<file path="src/rtl/byte_piso_tx_if.sv">
`default_nettype none
// ============================================================================
//  Module      : byte_piso_tx_if
//  Description : Signal bundle for the byte_piso_tx serializer.
//                - Byte side   : data_byte_i / valid_byte_i / ready_byte_o
//                - Serial side : en_i / data_serial_o / valid_serial_o
//                - Status      : busy_o / fifo_level_o
//                The slave modport is the serializer; the master modport is
//                whatever feeds bytes and consumes the serial stream.
//  Revision    : 1.0 - initial release
// ============================================================================
interface byte_piso_tx_if;
    logic [7:0] data_byte_i;
    logic       valid_byte_i;
    logic       ready_byte_o;
    logic       en_i;
    logic       data_serial_o;
    logic       valid_serial_o;
    logic       busy_o;
    logic [2:0] fifo_level_o;

    modport slave (
        input  data_byte_i,
        input  valid_byte_i,
        input  en_i,
        output ready_byte_o,
        output data_serial_o,
        output valid_serial_o,
        output busy_o,
        output fifo_level_o
    );

    modport master (
        output data_byte_i,
        output valid_byte_i,
        output en_i,
        input  ready_byte_o,
        input  data_serial_o,
        input  valid_serial_o,
        input  busy_o,
        input  fifo_level_o
    );
endinterface
`default_nettype wire

</file>
<file path="src/rtl/byte_piso_tx.sv">
`default_nettype none
// ============================================================================
//  Module      : byte_piso_tx
//  Description : Byte-wide parallel-in / serial-out transmitter with a small
//                byte FIFO in front of an 8-bit shift register. Bits leave
//                LSB first, one per cycle in which en_i is high.
//  Ports       : clk    - rising-edge clock
//                rst_n  - asynchronous active-low reset
//                bus    - byte_piso_tx_if.slave
//                         data_byte_i/valid_byte_i/ready_byte_o : byte input
//                         en_i                                  : bit-rate enable
//                         data_serial_o/valid_serial_o          : serial output
//                         busy_o                                : holding data
//                         fifo_level_o                          : FIFO occupancy
//  Parameters  : DEPTH  - FIFO entries (level is 3 bits wide, so DEPTH <= 7)
//  Revision    : 1.0 - initial release
// ============================================================================
module byte_piso_tx #(
    parameter int DEPTH = 4
) (
    input  logic          clk,
    input  logic          rst_n,
    byte_piso_tx_if.slave bus
);

    localparam int c_ptr_w = (DEPTH > 1) ? $clog2(DEPTH) : 1;

    typedef enum logic [0:0] {
        S_IDLE  = 1'b0,
        S_SHIFT = 1'b1
    } state_t;

    // ------------------------------------------------------------------------
    // Storage
    // ------------------------------------------------------------------------
    logic [7:0]         r_mem [DEPTH];
    logic [c_ptr_w-1:0] r_wr_ptr;
    logic [c_ptr_w-1:0] r_rd_ptr;
    logic [2:0]         r_level;

    state_t             r_state;
    logic [7:0]         r_shift;
    logic [2:0]         r_cnt;
    logic               r_data_serial;
    logic               r_valid_serial;

    // ------------------------------------------------------------------------
    // Handshake and pop decode
    // ------------------------------------------------------------------------
    logic               w_ready;
    logic               w_push;
    logic               w_fifo_nempty;
    logic               w_last_bit;
    logic               w_pop;
    logic [7:0]         w_head;

    // Ready comes only from the registered level, so a pop in the same cycle
    // never opens a slot early and there is no valid->ready combinational path.
    assign w_ready       = (r_level < 3'(DEPTH));
    assign w_push        = bus.valid_byte_i & w_ready;
    assign w_fifo_nempty = (r_level != 3'd0);

    // Edge that emits bit 7 of the current byte.
    assign w_last_bit    = (r_state == S_SHIFT) & bus.en_i & (r_cnt == 3'd7);

    // Pop either to start from idle (independent of en_i) or to reload on the
    // last-bit edge so consecutive bytes run without a bubble.
    assign w_pop         = w_fifo_nempty & ((r_state == S_IDLE) | w_last_bit);
    assign w_head        = r_mem[r_rd_ptr];

    function automatic logic [c_ptr_w-1:0] f_next_ptr(input logic [c_ptr_w-1:0] p);
        return (p == c_ptr_w'(DEPTH - 1)) ? '0 : p + c_ptr_w'(1);
    endfunction

    // ------------------------------------------------------------------------
    // FIFO: data array has no reset; pointers and level carry all state.
    // ------------------------------------------------------------------------
    always_ff @(posedge clk) begin
        if (w_push) begin
            r_mem[r_wr_ptr] <= bus.data_byte_i;
        end
    end

    always_ff @(posedge clk or negedge rst_n) begin
        if (!rst_n) begin
            r_wr_ptr <= '0;
            r_rd_ptr <= '0;
            r_level  <= 3'd0;
        end else begin
            if (w_push) begin
                r_wr_ptr <= f_next_ptr(r_wr_ptr);
            end
            if (w_pop) begin
                r_rd_ptr <= f_next_ptr(r_rd_ptr);
            end
            // Simultaneous push and pop leaves the level unchanged.
            case ({w_push, w_pop})
                2'b10:   r_level <= r_level + 3'd1;
                2'b01:   r_level <= r_level - 3'd1;
                default: r_level <= r_level;
            endcase
        end
    end

    // ------------------------------------------------------------------------
    // Serializer FSM with registered outputs
    // ------------------------------------------------------------------------
    always_ff @(posedge clk or negedge rst_n) begin
        if (!rst_n) begin
            r_state        <= S_IDLE;
            r_shift        <= 8'h00;
            r_cnt          <= 3'd0;
            r_data_serial  <= 1'b0;
            r_valid_serial <= 1'b0;
        end else begin
            case (r_state)
                S_IDLE: begin
                    r_valid_serial <= 1'b0;
                    if (w_fifo_nempty) begin
                        r_shift <= w_head;
                        r_cnt   <= 3'd0;
                        r_state <= S_SHIFT;
                    end
                end

                S_SHIFT: begin
                    if (bus.en_i) begin
                        r_data_serial  <= r_shift[0];
                        r_valid_serial <= 1'b1;
                        r_shift        <= {1'b0, r_shift[7:1]};
                        r_cnt          <= r_cnt + 3'd1;
                        if (r_cnt == 3'd7) begin
                            if (w_fifo_nempty) begin
                                // Reload overrides the shift so the next byte
                                // starts on the following enabled edge.
                                r_shift <= w_head;
                                r_cnt   <= 3'd0;
                            end else begin
                                r_state <= S_IDLE;
                            end
                        end
                    end else begin
                        // Stall: hold shift, count and serial data bit.
                        r_valid_serial <= 1'b0;
                    end
                end

                default: begin
                    r_state        <= S_IDLE;
                    r_valid_serial <= 1'b0;
                end
            endcase
        end
    end

    // ------------------------------------------------------------------------
    // Outputs
    // ------------------------------------------------------------------------
    assign bus.ready_byte_o   = w_ready;
    assign bus.data_serial_o  = r_data_serial;
    assign bus.valid_serial_o = r_valid_serial;
    assign bus.busy_o         = (r_state == S_SHIFT) | w_fifo_nempty;
    assign bus.fifo_level_o   = r_level;

endmodule
`default_nettype wire

</file>
<file path="src/flat_wrapper.sv">
// flat-port wrapper written by rule: the top's interface ports become plain ports
module byte_piso_tx_flat 
#(
    parameter int DEPTH = 4
)
  (clk, rst_n, bus_data_byte_i, bus_valid_byte_i, bus_en_i, bus_ready_byte_o, bus_data_serial_o, bus_valid_serial_o, bus_busy_o, bus_fifo_level_o);
  byte_piso_tx_if bus_i ();
  input  logic clk;
  input  logic rst_n;
  input wire logic [$bits(bus_i.data_byte_i)-1:0] bus_data_byte_i;
  input wire logic [$bits(bus_i.valid_byte_i)-1:0] bus_valid_byte_i;
  input wire logic [$bits(bus_i.en_i)-1:0] bus_en_i;
  output wire logic [$bits(bus_i.ready_byte_o)-1:0] bus_ready_byte_o;
  output wire logic [$bits(bus_i.data_serial_o)-1:0] bus_data_serial_o;
  output wire logic [$bits(bus_i.valid_serial_o)-1:0] bus_valid_serial_o;
  output wire logic [$bits(bus_i.busy_o)-1:0] bus_busy_o;
  output wire logic [$bits(bus_i.fifo_level_o)-1:0] bus_fifo_level_o;
  assign bus_i.data_byte_i = bus_data_byte_i;
  assign bus_i.valid_byte_i = bus_valid_byte_i;
  assign bus_i.en_i = bus_en_i;
  assign bus_ready_byte_o = bus_i.ready_byte_o;
  assign bus_data_serial_o = bus_i.data_serial_o;
  assign bus_valid_serial_o = bus_i.valid_serial_o;
  assign bus_busy_o = bus_i.busy_o;
  assign bus_fifo_level_o = bus_i.fifo_level_o;
  byte_piso_tx #(.DEPTH(DEPTH)) u_core (.clk(clk), .rst_n(rst_n), .bus(bus_i));
endmodule
</file>
<file path="config.mk">
export PLATFORM = sky130hd
export DESIGN_NAME = byte_piso_tx_flat
export DESIGN_NICKNAME = d
export VERILOG_FILES = /design/src/rtl/byte_piso_tx_if.sv /design/src/rtl/byte_piso_tx.sv /design/src/flat_wrapper.sv
export SDC_FILE = /design/constraint.sdc
export NUM_CORES = 1
export LEC_CHECK = 0
export ABC_AREA = 1
export ABC_CLOCK_PERIOD_IN_PS = 3300
export CORE_MARGIN = 10
export CORE_UTILIZATION = 50
export CTS_BUF_LIST = sky130_fd_sc_hd__clkbuf_2
export CTS_CLUSTER_DIAMETER = 30
export DETAILED_ROUTE_END_ITERATION = 16
export HOLD_SLACK_MARGIN = 0.1
export PLACE_DENSITY = 0.7
export SYNTH_ARGS = -nofsm -noshare
export SYNTH_HDL_FRONTEND = slang
export SYNTH_SLANG_ARGS = --single-unit
</file>
<file path="constraint.sdc">
create_clock -name clk -period 3.3 [get_ports clk]
set_clock_uncertainty 0.05 [all_clocks]
set_input_delay 0.495 -clock clk [delete_from_list [all_inputs] [get_ports clk]]
set_output_delay 0.495 -clock clk [all_outputs]
set_load 0.01 [all_outputs]
</file>
Word-level counts from Yosys, hierarchy flattened. Memory sizes are Yosys's and may differ from the RTL's. Index checks and enable logic that the tools add are counted.

Reduce and logical (&&, ||, !) cells: 4. Equality and inequality tests: 7. Multiplexer cells: 21. Order comparisons: 1. Bitwise logic cells: 7. Add/sub/neg operators: 5.

Operator list (number): $mux 8 (4); $pmux 8 s2 (1); $mux 3 (4); $pmux 3 s2 (2); $add 3x1->3 const B (2); $eq 2x2->1 const B (3); $mux 1 (6); $add 2x1->2 const B (2); $and 1x1->1 (4); $mux 2 (2); $pmux 1 s2 (2); $reduce_and 2->1 (2); $eq 3x3->1 const B (1); $lt 3x3->1 const B (1); $reduce_bool 3->1 (1); $sub 3x1->3 const B (1); $eq 2x1->1 const B (1); $ne 2x1->1 const B (1); $ne 2x2->1 const B (1); $or 1x1->1 (2); $reduce_bool 2->1 (1); $not 1->1 (1).

Register bits: 21. Memory bits (writable): 32. Output and inout bits: 7. Bits of input ports: 12. Memories kept: 1. Word-level logic and storage cells: 54.

Memories: u_core.r_mem (depth 4, width 8, rd ports 1, clocked after Yosys merged registers in 0, wr ports 1, line byte_piso_tx.sv:36) `logic [7:0] r_mem [DEPTH];`.

Depth between registers and ports, before layout.
Word-level depth: 6. Depth in mapped cells: 12. Gate-level depth less buffers: 12.

Worst setup path after synthesis. No wires, ideal clock.

Path kind: flip-flop to flip-flop. From: register u_core.r_cnt[0]. To: register u_core.r_level[2] (netlist: u_core.bus.fifo_level_o[2]). Library setup time: 0.131 ns. Arrival: 1.904 ns. Path slack: 1.215 ns. Clock period less this slack: 2.085 ns. Stages on the path, launching flop included: 13. Path buffers: 0. Required time: 3.119 ns. Cells stage by stage: dfrtp_1 -> ha_1 -> ha_1 -> nand2_1 -> nand2_1 -> nand2_1 -> inv_1 -> ha_1 -> inv_1 -> fa_1 -> a21oi_1 -> o21ai_0 -> xor2_1.

Longest elaborated chain between the ends: 6.

RTL lines: from (decl) (line byte_piso_tx.sv:43) `logic [2:0] r_cnt;`; from (signal assigned) (line byte_piso_tx.sv:131) `r_cnt <= r_cnt + 3'd1;`; $eq 3x3->1 (*) (line byte_piso_tx.sv:64) `assign w_last_bit = (r_state == S_SHIFT) & bus.en_i & (r_cnt == 3'd7);`; $and 1x1->1 (*) (line byte_piso_tx.sv:64); $or 1x1->1 (*) (line byte_piso_tx.sv:68) `assign w_pop = w_fifo_nempty & ((r_state == S_IDLE) | w_last_bit);`; $and 1x1->1 (*) (line byte_piso_tx.sv:68); via u_core.w_pop (line byte_piso_tx.sv:54) `logic w_pop;`; $eq 2x1->1 or $eq 2x2->1 (tied branches) (line byte_piso_tx.sv:97) `case ({w_push, w_pop})`; $pmux 3 s2 or $reduce_bool 2->1 (tied branches); to (signal assigned) (line byte_piso_tx.sv:98) `2'b10: r_level <= r_level + 3'd1;`; to (signal assigned) (line byte_piso_tx.sv:99) `2'b01: r_level <= r_level - 3'd1;`; to (signal assigned) (line byte_piso_tx.sv:100) `default: r_level <= r_level;`; to (decl) (line byte_piso_tx.sv:39) `logic [2:0] r_level;`.

Mark *: on every way through the listed nets, which the timed path passes. The rest lies on a longest branch. A chain may end at the register's enable or synchronous reset.

Final worst setup path.
From: register u_core.r_state. To: output bus_busy_o.

Longest elaborated chain between the ends: 1.

RTL lines: from (decl) (line byte_piso_tx.sv:41) `state_t r_state;`; from (signal assigned) (line byte_piso_tx.sv:110) `r_state <= S_IDLE;`; from (signal assigned) (line byte_piso_tx.sv:122) `r_state <= S_SHIFT;`; from (signal assigned) (line byte_piso_tx.sv:139) `r_state <= S_IDLE;`; $or 1x1->1 (line byte_piso_tx.sv:162) `assign bus.busy_o = (r_state == S_SHIFT) | w_fifo_nempty;`; to (decl) (line flat_wrapper.sv:16) `output wire logic [$bits(bus_i.busy_o)-1:0] bus_busy_o;`.

No other way between the ends.

==> metrics <==
clk_lat worst skew=0.42 ns; CP Data Arrival Time=1.77 ns; grt ovf=0; Syn Inst Count=236; Final Hold Viols=0; Synth area leaders=edfxtp_1 (40%), dfrtp_1 (22%), nand2_1 (9.0%); post-cts sizing count=0; Fin Setup TNS=0 ns; final core occ=between 50% and 60%; number of buffers created by CTS=5; adder-cell area share of the yosys netlist=5.04%; Post-Layout Cell Count=slightly above 300; drt wl/cell=12.9 um; clock buffer depth=2; multiplexer share of the synthesized area=0%; Max Freq=431 MHz; post-synth top area share=roughly 40%; commonest non-fill, non-tap cell in the layout=nand2_1; largest family of logic cells by synthesized area=simple AND/OR/NAND/NOR gates; area of the core=4660 um2; PD cells=702 nW/um2; Via Count=1,519; DRT Wirelength=3.98 mm; Initial Util=51.1%; hold-fix buffers at CTS=0; first-pass GRT wire length=about 7 mm; port bufs=18; Critical R2R Capture=u_core.bus.fifo_level_o[2]$_DFFE_PN0P_; fin nets=between 200 and 300; Post-Layout Inst Area=between 2000 and 3000 um2; Seq/Total Area, Yosys=62.4%; DR pass1 iterations=4; clock network power share=16.9%; Post-DP Area=2580 um2; Critical Path End Type=output pin; post-synthesis xor/xnor area fraction=0.735%; final slew viol count=0; Setup Buffers After CTS=0; dpl ws=0.803 ns; most frequent cells in the layout=nand2_1 (57), inv_1 (36), edfxtp_1 (32), dfrtp_1 (21), nor2_1 (20); Yosys cell types=23; I/O pin count=19; CP Cell Sequence=inv_1, nand2_1, clkdlybuf4s50_1; Via density=4.92; Gate power share=31.4%; worst hold endpoint=u_core.r_cnt[0]$_DFFE_PN0P_; period utilization=70.2%; Max rail drop VDD=306 uV; Sequential Power Share=between 50% and 60%; antenna violations before repair=0; Pint=1210 uW; vias in the first global route=1,503; HPWL Detailed=2.80 mm; Setup-failing EPs final=0; status=finished clean; max cap viols=0; Final ANT Viol Nets=0; largest net degree at the start of global routing=25; cell taking the most area after synthesis=edfxtp_1; diode count=0; startpoint class of the critical path=register; Tightest Pin Transition=roughly 0.96 ns; Cells after DPL=301; clock tree from TritonCTS=yes; hold path start=u_core.r_cnt[0]$_DFFE_PN0P_; Net Switching=~650 uW; Worst R2R Path Depth=12; CTS clock-pin slew for the worst setup and hold paths=0.24 ns; Crit Path Max Fanout=11; H-tree depth=2; Req. time, crit path=2.75 ns; Tot GR Track Use=11.4%; reg2reg start=u_core.r_cnt[0]$_DFFE_PN0P_; Synth Warn #=0; RSZ-0062 raised after global routing=false; Synth Net Count=approximately 260; DIE AREA=7930 um2; Synth Area in Simple Gates=18.0%; final worst slack=0.982 ns; root buf cell=clkbuf_2; Sw Ratio=34.9%; Clock Sinks=53; Top delay family on crit path=buffers and inverters; worst hold path type=register to register; leakage=0.00120 uW; Avg Inst Size Synth=10.1 um2; drt drc=0; worst path bufs/invs=2; flop2flop setup slack=1.02 ns; Site Rows=25; Hold Path Cell Cnt=1; worst rel slew slack=35.9%; critical path's largest stage delay=about 0.63 ns; area growth from synthesis to layout=11.1%; proportion of layout cells with a drive suffix above 1=7.06%; post-route minimum period=2.32 ns; Post-Syn Area=2380 um2; gpl congestion=around 0.74; Critical Path Slowest Stage Cell=dfrtp_1; Yosys reg bits=53; Die W=a little under 90 um; compound-gate portion of the synthesized area=5.77%; drt first-iter violations=109; critical setup path kind=register to output pin; die span in y=89.0 um
[cell usage after synthesis]
cell,n
nand3_1,18
xor2_1,1
clkbuf_1,1
dfrtp_1,21
nand2_4,1
o211ai_1,7
a21oi_1,2
buf_2,1
o21ai_0,13
edfxtp_1,32
clkbuf_2,1
buf_6,1
inv_2,3
o21ai_1,2
xnor2_1,1
buf_4,3
nand2_2,5
ha_1,8
nor2_2,1
fa_1,1
nor2_1,20
inv_1,36
nand2_1,57
[logic make-up (layout without fill, tap and decap cells)]
group	after synthesis	in the layout
and+or+nand+nor	102	102
DFF	53	53
buffers and inverters	46	65
AOI/OAI and AO/OA	24	24
adders and majority gates	9	9
xor gates and xnor gates	2	2
[worst max path at each step]
stage	startpoint	end	slack [ns]	cells past startpoint
after floorplan	u_core.r_cnt[0]$_DFFE_PN0P_	u_core.bus.fifo_level_o[2]$_DFFE_PN0P_	1.22	12
after global placement	bus_en_i	u_core.bus.fifo_level_o[2]$_DFFE_PN0P_	0.82	11
after detailed placement	bus_en_i	u_core.bus.fifo_level_o[2]$_DFFE_PN0P_	0.80	11
after CTS	u_core.r_state$_DFF_PN0_	bus_busy_o	0.94	3
after global routing	u_core.r_cnt[0]$_DFFE_PN0P_	u_core.bus.fifo_level_o[2]$_DFFE_PN0P_	0.72	12
final	u_core.r_state$_DFF_PN0_	bus_busy_o	0.98	3
[sequential cells by signal, indices dropped and copies added (netlist names)]
register / count
u_core.r_wr_ptr: 2
u_core.r_mem: 32
u_core.r_rd_ptr: 2
u_core.bus.data_serial_o: 1
u_core.bus.valid_serial_o: 1
u_core.r_state: 1
u_core.r_cnt: 3
u_core.r_shift: 8
u_core.bus.fifo_level_o: 3
[metal layers]
metal / wire length [um] / up-vias / share of wire, % / track usage (%)
met5: 0 / - / 0 / 0
met4: 66 / 0 / 1.7 / 4.34
met3: 197 / 7 / 4.9 / 3.74
met2: 1910 / 25 / 48 / 18.9
met1: 1810 / 695 / 45 / 13.5
li1: - / 792 / - / -
[power groups by stage]
stage | registers (uW) | clock network (uW) | logic (uW)
after floorplan | 926 | 0 | 465
after global placement | 974 | 0 | 573
after detailed placement | 978 | 0 | 593
after CTS | 963 | 324 | 595
after global routing | 983 | 348 | 691
final | 961 | 314 | 584
[stage by stage]
stage / power (uW) / hold slack (ns)
5_1_grt: 2020 / 0.489
2_1_floorplan: 1390 / 0.149
6_report: 1860 / 0.443
3_5_place_dp: 1570 / 0.411
4_1_cts: 1880 / 0.456
3_3_place_gp: 1550 / 0.407
[cell type report]
type	count	area, um2
clock buffer	6	30.0
tap	54	67.6
clock inverter	2	33.8
sequential	53	1490
inverter	39	146
timing repair buffer	18	180
multi-input combinational	137	703
fill	399	2010
(Power assumes the default switching activity.)
